[src/rtl/led_pkg.sv]
// Shared definitions for the circulating LED datapath controllers.
package led_pkg;

  localparam int NUM_DIGITS = 10;
  localparam int DIGIT_W    = 4;

  localparam logic [DIGIT_W-1:0] HEAD_LAST = DIGIT_W'(NUM_DIGITS - 1);

  // BAD is never entered on purpose; it exists so a corrupted register has a named recovery path.
  typedef enum logic [1:0] {
    IDLE = 2'd0,
    RUN  = 2'd1,
    HOLD = 2'd2,
    BAD  = 2'd3
  } state_t;

  // Digit index after one step of the ring, modulo NUM_DIGITS.
  function automatic logic [DIGIT_W-1:0] head_next(input logic [DIGIT_W-1:0] h, input logic up);
    if (up) return (h >= HEAD_LAST) ? '0 : h + DIGIT_W'(1);
    else    return (h == '0) ? HEAD_LAST : h - DIGIT_W'(1);
  endfunction

endpackage

[src/rtl/key_debounce.sv]
// Push-button conditioner: synchronizer, stability counter, rising-edge press pulse.
module key_debounce #(
  parameter int DB_CYCLES = 1_000_000,
  parameter int CNT_W     = 27
) (
  input  logic clk,
  input  logic reset,
  input  logic key_raw,
  output logic press
);

  localparam logic [CNT_W-1:0] DB_MAX = CNT_W'(DB_CYCLES);

  logic [1:0]       sync_q;
  logic [CNT_W-1:0] cnt;
  logic             db_q;
  logic             db_prev;

  // Two-flop synchronizer; sync_q[1] is the synced level.
  always_ff @(posedge clk or posedge reset) begin
    if (reset) sync_q <= '0;
    else       sync_q <= {sync_q[0], key_raw};
  end

  // Stability counter: restarts on the edge the synced level changes, saturates at DB_MAX.
  always_ff @(posedge clk or posedge reset) begin
    if (reset)                       cnt <= '0;
    else if (sync_q[0] != sync_q[1]) cnt <= '0;
    else if (cnt != DB_MAX)          cnt <= cnt + CNT_W'(1);
  end

  // Debounced level adopts the synced level once it has been stable long enough.
  always_ff @(posedge clk or posedge reset) begin
    if (reset) begin
      db_q    <= 1'b0;
      db_prev <= 1'b0;
    end else begin
      db_prev <= db_q;
      if (cnt == DB_MAX) db_q <= sync_q[1];
    end
  end

  assign press = db_q & ~db_prev;

endmodule

[src/rtl/led_rotate_ctrl.sv]
// Step sequencer for the rotating LED register: manual/auto stepping, direction, head tracking.
module led_rotate_ctrl
  import led_pkg::*;
#(
  parameter int DB_CYCLES = 1_000_000,
  parameter int TICK_BASE = 5_000_000,
  parameter int CNT_W     = 27
) (
  input  logic               clk,
  input  logic               reset,
  input  logic               key_raw,
  input  logic               auto_en,
  input  logic               dir_req,
  input  logic [1:0]         speed_sel,
  output logic               rotate,
  output logic               up,
  output logic [DIGIT_W-1:0] head,
  output logic [1:0]         state
);

  logic             press;
  state_t           st, st_nxt;
  logic             step;
  logic             run_q;
  logic [1:0]       spd_q;
  logic [CNT_W-1:0] pcnt;
  logic [CNT_W-1:0] period;
  logic             cnt_en;
  logic             wrap;
  logic             tick;

  key_debounce #(
    .DB_CYCLES (DB_CYCLES),
    .CNT_W     (CNT_W)
  ) u_key (
    .clk     (clk),
    .reset   (reset),
    .key_raw (key_raw),
    .press   (press)
  );

  assign period = CNT_W'(TICK_BASE) << (2'd3 - speed_sel);

  // The first RUN cycle and any speed change hold the prescaler at zero, so the
  // first step lands P+1 cycles after entering RUN.
  assign cnt_en = (st == RUN) && run_q && (speed_sel == spd_q);
  assign wrap   = cnt_en && (pcnt == period - CNT_W'(1));
  // Suppressing a tick right after a step keeps rotate from going high twice in a row when P=1.
  assign tick   = wrap && !rotate;

  // Prescaler plus the history it needs to detect RUN entry and speed changes.
  always_ff @(posedge clk or posedge reset) begin
    if (reset) begin
      pcnt  <= '0;
      run_q <= 1'b0;
      spd_q <= 2'd0;
    end else begin
      run_q <= (st == RUN);
      spd_q <= speed_sel;
      pcnt  <= (cnt_en && !wrap) ? pcnt + CNT_W'(1) : '0;
    end
  end

  // FSM state register.
  always_ff @(posedge clk or posedge reset) begin
    if (reset) st <= IDLE;
    else       st <= st_nxt;
  end

  // Next state and step decision; dropping auto_en outranks press and tick.
  always_comb begin
    st_nxt = st;
    step   = 1'b0;
    unique case (st)
      IDLE: begin
        step = press;
        if (auto_en) st_nxt = RUN;
      end
      RUN: begin
        if (!auto_en)  st_nxt = IDLE;
        else if (press) st_nxt = HOLD;
        else if (tick)  step = 1'b1;
      end
      HOLD: begin
        if (!auto_en)   st_nxt = IDLE;
        else if (press) st_nxt = RUN;
      end
      default: st_nxt = IDLE;
    endcase
  end

  // Strobe and direction are registered together; up only moves with a step.
  always_ff @(posedge clk or posedge reset) begin
    if (reset) begin
      rotate <= 1'b0;
      up     <= 1'b1;
    end else begin
      rotate <= step;
      if (step) up <= dir_req;
    end
  end

  // Head follows the datapath: it moves on the same edge that samples rotate.
  always_ff @(posedge clk or posedge reset) begin
    if (reset)       head <= '0;
    else if (rotate) head <= head_next(head, up);
  end

  assign state = st;

endmodule
[config.mk]
export PLATFORM = sky130hd
export DESIGN_NAME = led_rotate_ctrl
export DESIGN_NICKNAME = d
export VERILOG_FILES = /design/src/rtl/led_pkg.sv /design/src/rtl/key_debounce.sv /design/src/rtl/led_rotate_ctrl.sv
export SDC_FILE = /design/constraint.sdc
export NUM_CORES = 1
export LEC_CHECK = 0
export CAP_MARGIN = 20
export CORE_MARGIN = 3
export CORE_UTILIZATION = 23
export DETAILED_ROUTE_END_ITERATION = 10
export PLACE_DENSITY_LB_ADDON = 0.3
export SYNTH_ARGS = -nofsm -noshare
export SYNTH_HDL_FRONTEND = slang
export SYNTH_HIERARCHICAL = 1
export SYNTH_SLANG_ARGS = --single-unit
[constraint.sdc]
create_clock -name clk -period 2.3 [get_ports clk]
set_input_delay 0.575 -clock clk [delete_from_list [all_inputs] [get_ports clk]]
set_output_delay 0.575 -clock clk [all_outputs]
set_load 0.02 [all_outputs]
# After elaboration in Yosys (flattened, before gate mapping)
# Cells that the tools add are included.
[op_classes]
n_reduce_logical = 11
bitwise = 2
n_mul = 0
n_eq_ne = 10
n_shift = 1
mux = 16
div = 0
n_lt_le_gt_ge = 1
addsub = 6
[op_table]
columns = ["operator", "n"]
rows = [
  ["$mux W27", 3],
  ["$add A27 B1 Y27 const B", 2],
  ["$eq A27 B20 Y1 const B", 1],
  ["$eq A27 B27 Y1", 1],
  ["$ne A27 B20 Y1 const B", 1],
  ["$shl A23 B2 Y27 const A", 1],
  ["$sub A27 B1 Y27 const B", 1],
  ["$mux W4", 3],
  ["$mux W2", 5],
  ["$ne A3 B3 Y1 const B", 2],
  ["$pmux W2 S3", 1],
  ["$logic_and A1 B1 Y1", 5],
  ["$add A4 B1 Y4 const B", 1],
  ["$ge A4 B4 Y1 const B", 1],
  ["$logic_not A4 Y1", 1],
  ["$sub A4 B1 Y4 const B", 1],
  ["$mux W1", 3],
  ["$reduce_and A3 Y1", 1],
  ["$eq A2 B1 Y1 const B", 1],
  ["$eq A2 B2 Y1", 1],
  ["$eq A2 B2 Y1 const B", 1],
  ["$logic_not A1 Y1", 2],
  ["$logic_not A2 Y1", 1],
  ["$ne A2 B2 Y1 const B", 1],
  ["other kinds (6)", 6],
]
[word_totals]
register_bits = 69
ramBits = 0
romBits = 0
in_bits = 7
latchBits = 0
memories = 0
out_inout_bits = 8

# Longest topological paths before layout
[logic_depth]
ltp_word = 10
ltp_mapped = 12
mapped_depth_nobuf = 10

# Hierarchy
# Netlist, hierarchy kept.
[by_module_without_submodules]
columns = ["mod", "n_inst", "seq_area_each_um2", "cells_each", "area_each_um2"]
rows = [
  ["led_rotate_ctrl", 1, 952.2, 238, 2239.6],
  ["key_debounce", 1, 775.7, 168, 1584.0],
]

# Worst setup path before layout
# Ideal clock, no wire load.
[synth_path]
kind = "input -> register"
startpoint = "input port speed_sel[0]"
endpoint = "register up"
arrival_time_ps = 2341
required_time_ps = 2218
stages = 8
slack_ps = -123
n_path_buf = 0
path_cell_list = "inv_1 -> ha_1 -> nor4b_1 -> nand3_1 -> a221o_1 -> nor4_2 -> a31o_2 -> mux2_2"
[synth_between]
elab_chain_cells = 10
[synth_lines]
columns = ["item", "line_no", "text"]
rows = [
  ["start: declaration", "led_rotate_ctrl.sv:14", "input logic [1:0] speed_sel,"],
  ["$sub A2 B2 Y2", "led_rotate_ctrl.sv:42", "assign period = CNT_W'(TICK_BASE) << (2'd3 - speed_sel);"],
  ["$shl A23 B2 Y27", "led_rotate_ctrl.sv:42", ""],
  ["$sub A27 B1 Y27", "led_rotate_ctrl.sv:47", "assign wrap = cnt_en && (pcnt == period - CNT_W'(1));"],
  ["$eq A27 B27 Y1", "led_rotate_ctrl.sv:47", ""],
  ["$logic_and A1 B1 Y1 *", "led_rotate_ctrl.sv:47", ""],
  ["$logic_and A1 B1 Y1 *", "led_rotate_ctrl.sv:49", "assign tick = wrap && !rotate;"],
  ["$mux W1 *", "led_rotate_ctrl.sv:82", "else if (tick) step = 1'b1;"],
  ["$mux W1 *", "led_rotate_ctrl.sv:81", "else if (press) st_nxt = HOLD;"],
  ["$mux W1 *", "led_rotate_ctrl.sv:80", "if (!auto_en) st_nxt = IDLE;"],
  ["$pmux W1 S2 *", "led_rotate_ctrl.sv:74", "unique case (st)"],
  ["named net step", "led_rotate_ctrl.sv:23", "logic step;"],
  ["end signal: assignment", "led_rotate_ctrl.sv:99", "if (step) up <= dir_req;"],
  ["end: declaration", "led_rotate_ctrl.sv:16", "output logic up,"],
]
# The timed path passes the listed nets; every way through them passes the cells marked *.
# A chain may end at the register's enable or synchronous reset.

# Final worst setup path
# Same ends and word-level chain as after synthesis.

==> impl_metrics.toml <==
[run_status]
outcome = "completed"

[final_layout]
final_cell_area_um2 = 4790
finish.utilization_pct = 29.83
drive_above_1_share_pct = 13.78
nets = 467
antenna_cells = 0
area_growth_pct = 25.26

[drt]
vias = 3022
routedWlPerCell_um = 12.18
wl_um = 8111
vias_per_cell = 4.538
postRouteAntennaNets = 0
first_pass_iters = 4
drc_errors = 0
first_iter_violations = 151

[floorplanning]
dieHeight_um = 134.9
die_width_um = 134.9
core_um2 = 16060
design.die.area_um2 = 18210
ioPinCount = 15
initial_core_util_pct = 23.81
placementRows = 46

[sta]
finalCriticalPeriod_ns = 2.217
clock_skew_ns = 0.003826
setup_tns_ns = 0
fmax_ghz = 0.4511
rsz0062_at_grt = "no"
slew_viol_final = 0
worst-slew-pin-transition_ns = 0.6129
finalHoldViolations = 0
relSlewSlack_pct = 58.77
finalSetupViolCount = 0
finalCritPeriodShare_pct = 96.37
timing.hold.ws_ns = 0.3917

[clock_network]
cts_tree = "yes"
clock_path_buffers = 2
clk_pin_slew_ns = 0.06
root_buffer = "clkbuf_16"
numCtsBuffers = 9
htreeDepth = 3
clkLatencyLatePin_ns = 0.33
numClockSinks = 69

[yosys]
synthArstFlopShare_pct = 100.0
synthDistinctLibCells = 47
ys.flop_type = "dfrtp_1"
avgSynthCellArea_um2 = 9.418
ys_ff_latch = 69
syn_nets = 428
synth_edf_count = 0
synth.cell_area_um2 = 3824
yosysSeqAreaShare_pct = 45.19
synthCells = 406
synth_warnings = 6

[setup_path]
r2r_slack_ns = 0.21
critical_path_class = "input pin to register"
worstPathArrival_ns = 2.47
crit_fanout = 3
endpoint_kind = "register"
crit_required_ns = 2.55
startpoint_type = "input pin"

[hold_path]
min_path_type = "register to register"

[global_route]
grtUsageTotal_pct = 9.525
grt_max_degree = 35
grt_pass1_wl_um = 14100
overflow = 0
antenna_found_initial = 0
grt_pass1_vias = 2974

[pwr]
vdd_drop_max_mv = 0.3005
leakage_nw = 1.925
p_seq_share_pct = 40.8
pwr-share-clk_pct = 52.7
swShare_pct = 20.93
power.density_nw_per_um2 = 634.3
p_int_mw = 2.402
switching_power_mw = 0.6359
p_comb_share_pct = 6.5

[place]
placed_area_um2 = 4373
hpwl_um = 5735
portBuffers = 14
place_congestion = 0.8000

[flow_run]
maxCapViolations = 0
## sequential cells by signal, summed over array words and instances (netlist names)
signal         count
u_key/db_prev      1
rotate             1
u_key/db_q         1
spd_q              2
u_key/sync_q       2
state              2
up                 1
pcnt              27
run_q              1
u_key/cnt         27
head               4
## final cells by class
class                   count  area (µm²)
fillers                  1636       11270
multi-input cells         303        1983
flip-flops and latches     69        1728
repair buffers             42       381.6
well taps                 216       270.3
clock buffers              10       239.0
clock inverters             6       110.1
inverters                  20       77.57
## cell families after synthesis
group | count (synthesis) | synth area share [%]
multiplexers | 3 | 0.8508
XOR/XNOR | 52 | 11.91
flip-flops | 69 | 45.19
AO/OA/AOI/OAI | 48 | 7.788
AND/OR/NAND/NOR | 185 | 25.36
buffers and inverters | 34 | 3.992
adder cells (fa/ha/maj) | 15 | 4.908
## stage by stage
step                worst slack, ns  instances  power, mW
floorplan                  -0.08006        406      1.371
global placement            -0.6983        645      1.450
detailed placement          -0.7544        645      1.453
CTS                        -0.02592        666      3.082
global route               0.005230        666      3.162
finish                      0.08342        666      3.038
## cell usage after synthesis (all sizes together) (3+ instances only)
cell type	count	share of area, %
and3	10	1.6
nor2	53	5.2
inv	20	2.0
o21ai	14	1.8
nand4	14	2.5
o31ai	5	0.98
nor2b	3	0.49
or3	10	1.6
xnor2	30	6.9
nor3	12	1.6
o21a	3	0.59
a21oi	13	1.7
nand2b	3	0.49
nand3	24	3.3
ha	15	4.9
or4	6	1.2
dfrtp	68	45
nand2	26	2.6
nor4b	4	0.92
nor4	11	2.1
xor2	22	5.0
clkbuf	10	1.0
buf	4	1.0
## worst paths after layout
| kind | endpoint | depth (start not counted) | startpoint |
|---|---|---|---|
| worst max-delay path | up$_DFFE_PP1P_ | 12 | speed_sel[0] |
| worst min-delay path | u_key/db_prev$_DFF_PP0_ | 0 | u_key/db_q$_DFFE_PP0N_ |
| worst max register to register | up$_DFFE_PP1P_ | 6 | pcnt[14]$_DFF_PP0_ |
| worst min register to register | u_key/db_prev$_DFF_PP0_ | 0 | u_key/db_q$_DFFE_PP0N_ |
| max in group asynchronous | up$_DFFE_PP1P_ | 3 | reset |
| min in group asynchronous | head[3]$_DFFE_PP0P_ | 2 | reset |
## worst max-delay path: stages
cell and delay (ns):
buf_8 0.10, inv_4 0.06, buf_4 0.11, ha_1 0.16, inv_1 0.05, ha_1 0.29, xor2_1 0.14, nand4_1 0.12
nor4_2 0.23, buf_4 0.17, a31o_2 0.17, mux2_4 0.30
## power groups by stage
stage                     registers [mW]  logic [mW]  clock network [mW]
after global routing                1.24       0.225                1.70
after CTS                           1.24       0.202                1.64
after floorplan                     1.27       0.104                   0
after global placement              1.26       0.189                   0
final                               1.24       0.199                1.60
after detailed placement            1.26       0.192                   0
## cells in the final DEF, fill, tap and decap left out, types with 2 or more instances in the layout
| cell | Yosys | routed |
|---|---|---|
| buf_12 | 0 | 2 |
| a31oi_1 | 2 | 2 |
| clkdlybuf4s50_1 | 0 | 12 |
| nand2_1 | 26 | 26 |
| nor4_2 | 2 | 2 |
| clkinvlp_4 | 0 | 2 |
| and2_1 | 2 | 2 |
| o31ai_1 | 5 | 5 |
| or3_1 | 10 | 10 |
| a21o_1 | 2 | 2 |
| bufinv_16 | 0 | 3 |
| o21a_1 | 3 | 3 |
| xnor2_1 | 30 | 30 |
| xor2_1 | 22 | 22 |
| o211ai_1 | 2 | 2 |
| dfrtp_1 | 68 | 68 |
| nand2b_1 | 3 | 3 |
| inv_1 | 20 | 18 |
| nor4_1 | 9 | 8 |
| clkbuf_16 | 0 | 9 |
| or4_1 | 6 | 6 |
| nand4b_1 | 2 | 2 |
| ha_1 | 15 | 14 |
| nor2_1 | 53 | 52 |
| nor4b_1 | 4 | 3 |
| and3_1 | 10 | 10 |
| a31o_2 | 2 | 2 |
| nand4_1 | 13 | 13 |
| nor3_1 | 12 | 12 |
| nor2b_1 | 3 | 3 |
| o21ai_0 | 14 | 14 |
| buf_4 | 0 | 26 |
| a21oi_1 | 13 | 13 |
| nand3_1 | 23 | 23 |
## repair_timing
action	CTS	global route
cloned	0	0
pin swaps	6	2
resized for setup	16	1
hold buffers	0	0
setup buffers	5	0
setup endpoints to repair	29	28
## layer usage
metal  vias to the layer above  global-route usage [%]  share of wire (%)  routed length (µm)
met5                         -                       0                  0                   0
met2                        26                   14.95                 46                3768
met1                      1499                   12.29                 49                3967
met4                         0                   3.751                1.5                 120
met3                        10                   2.943                3.1                 254
li1                       1487                       -                  -                   -
Power figures use the tool's default switching activity.
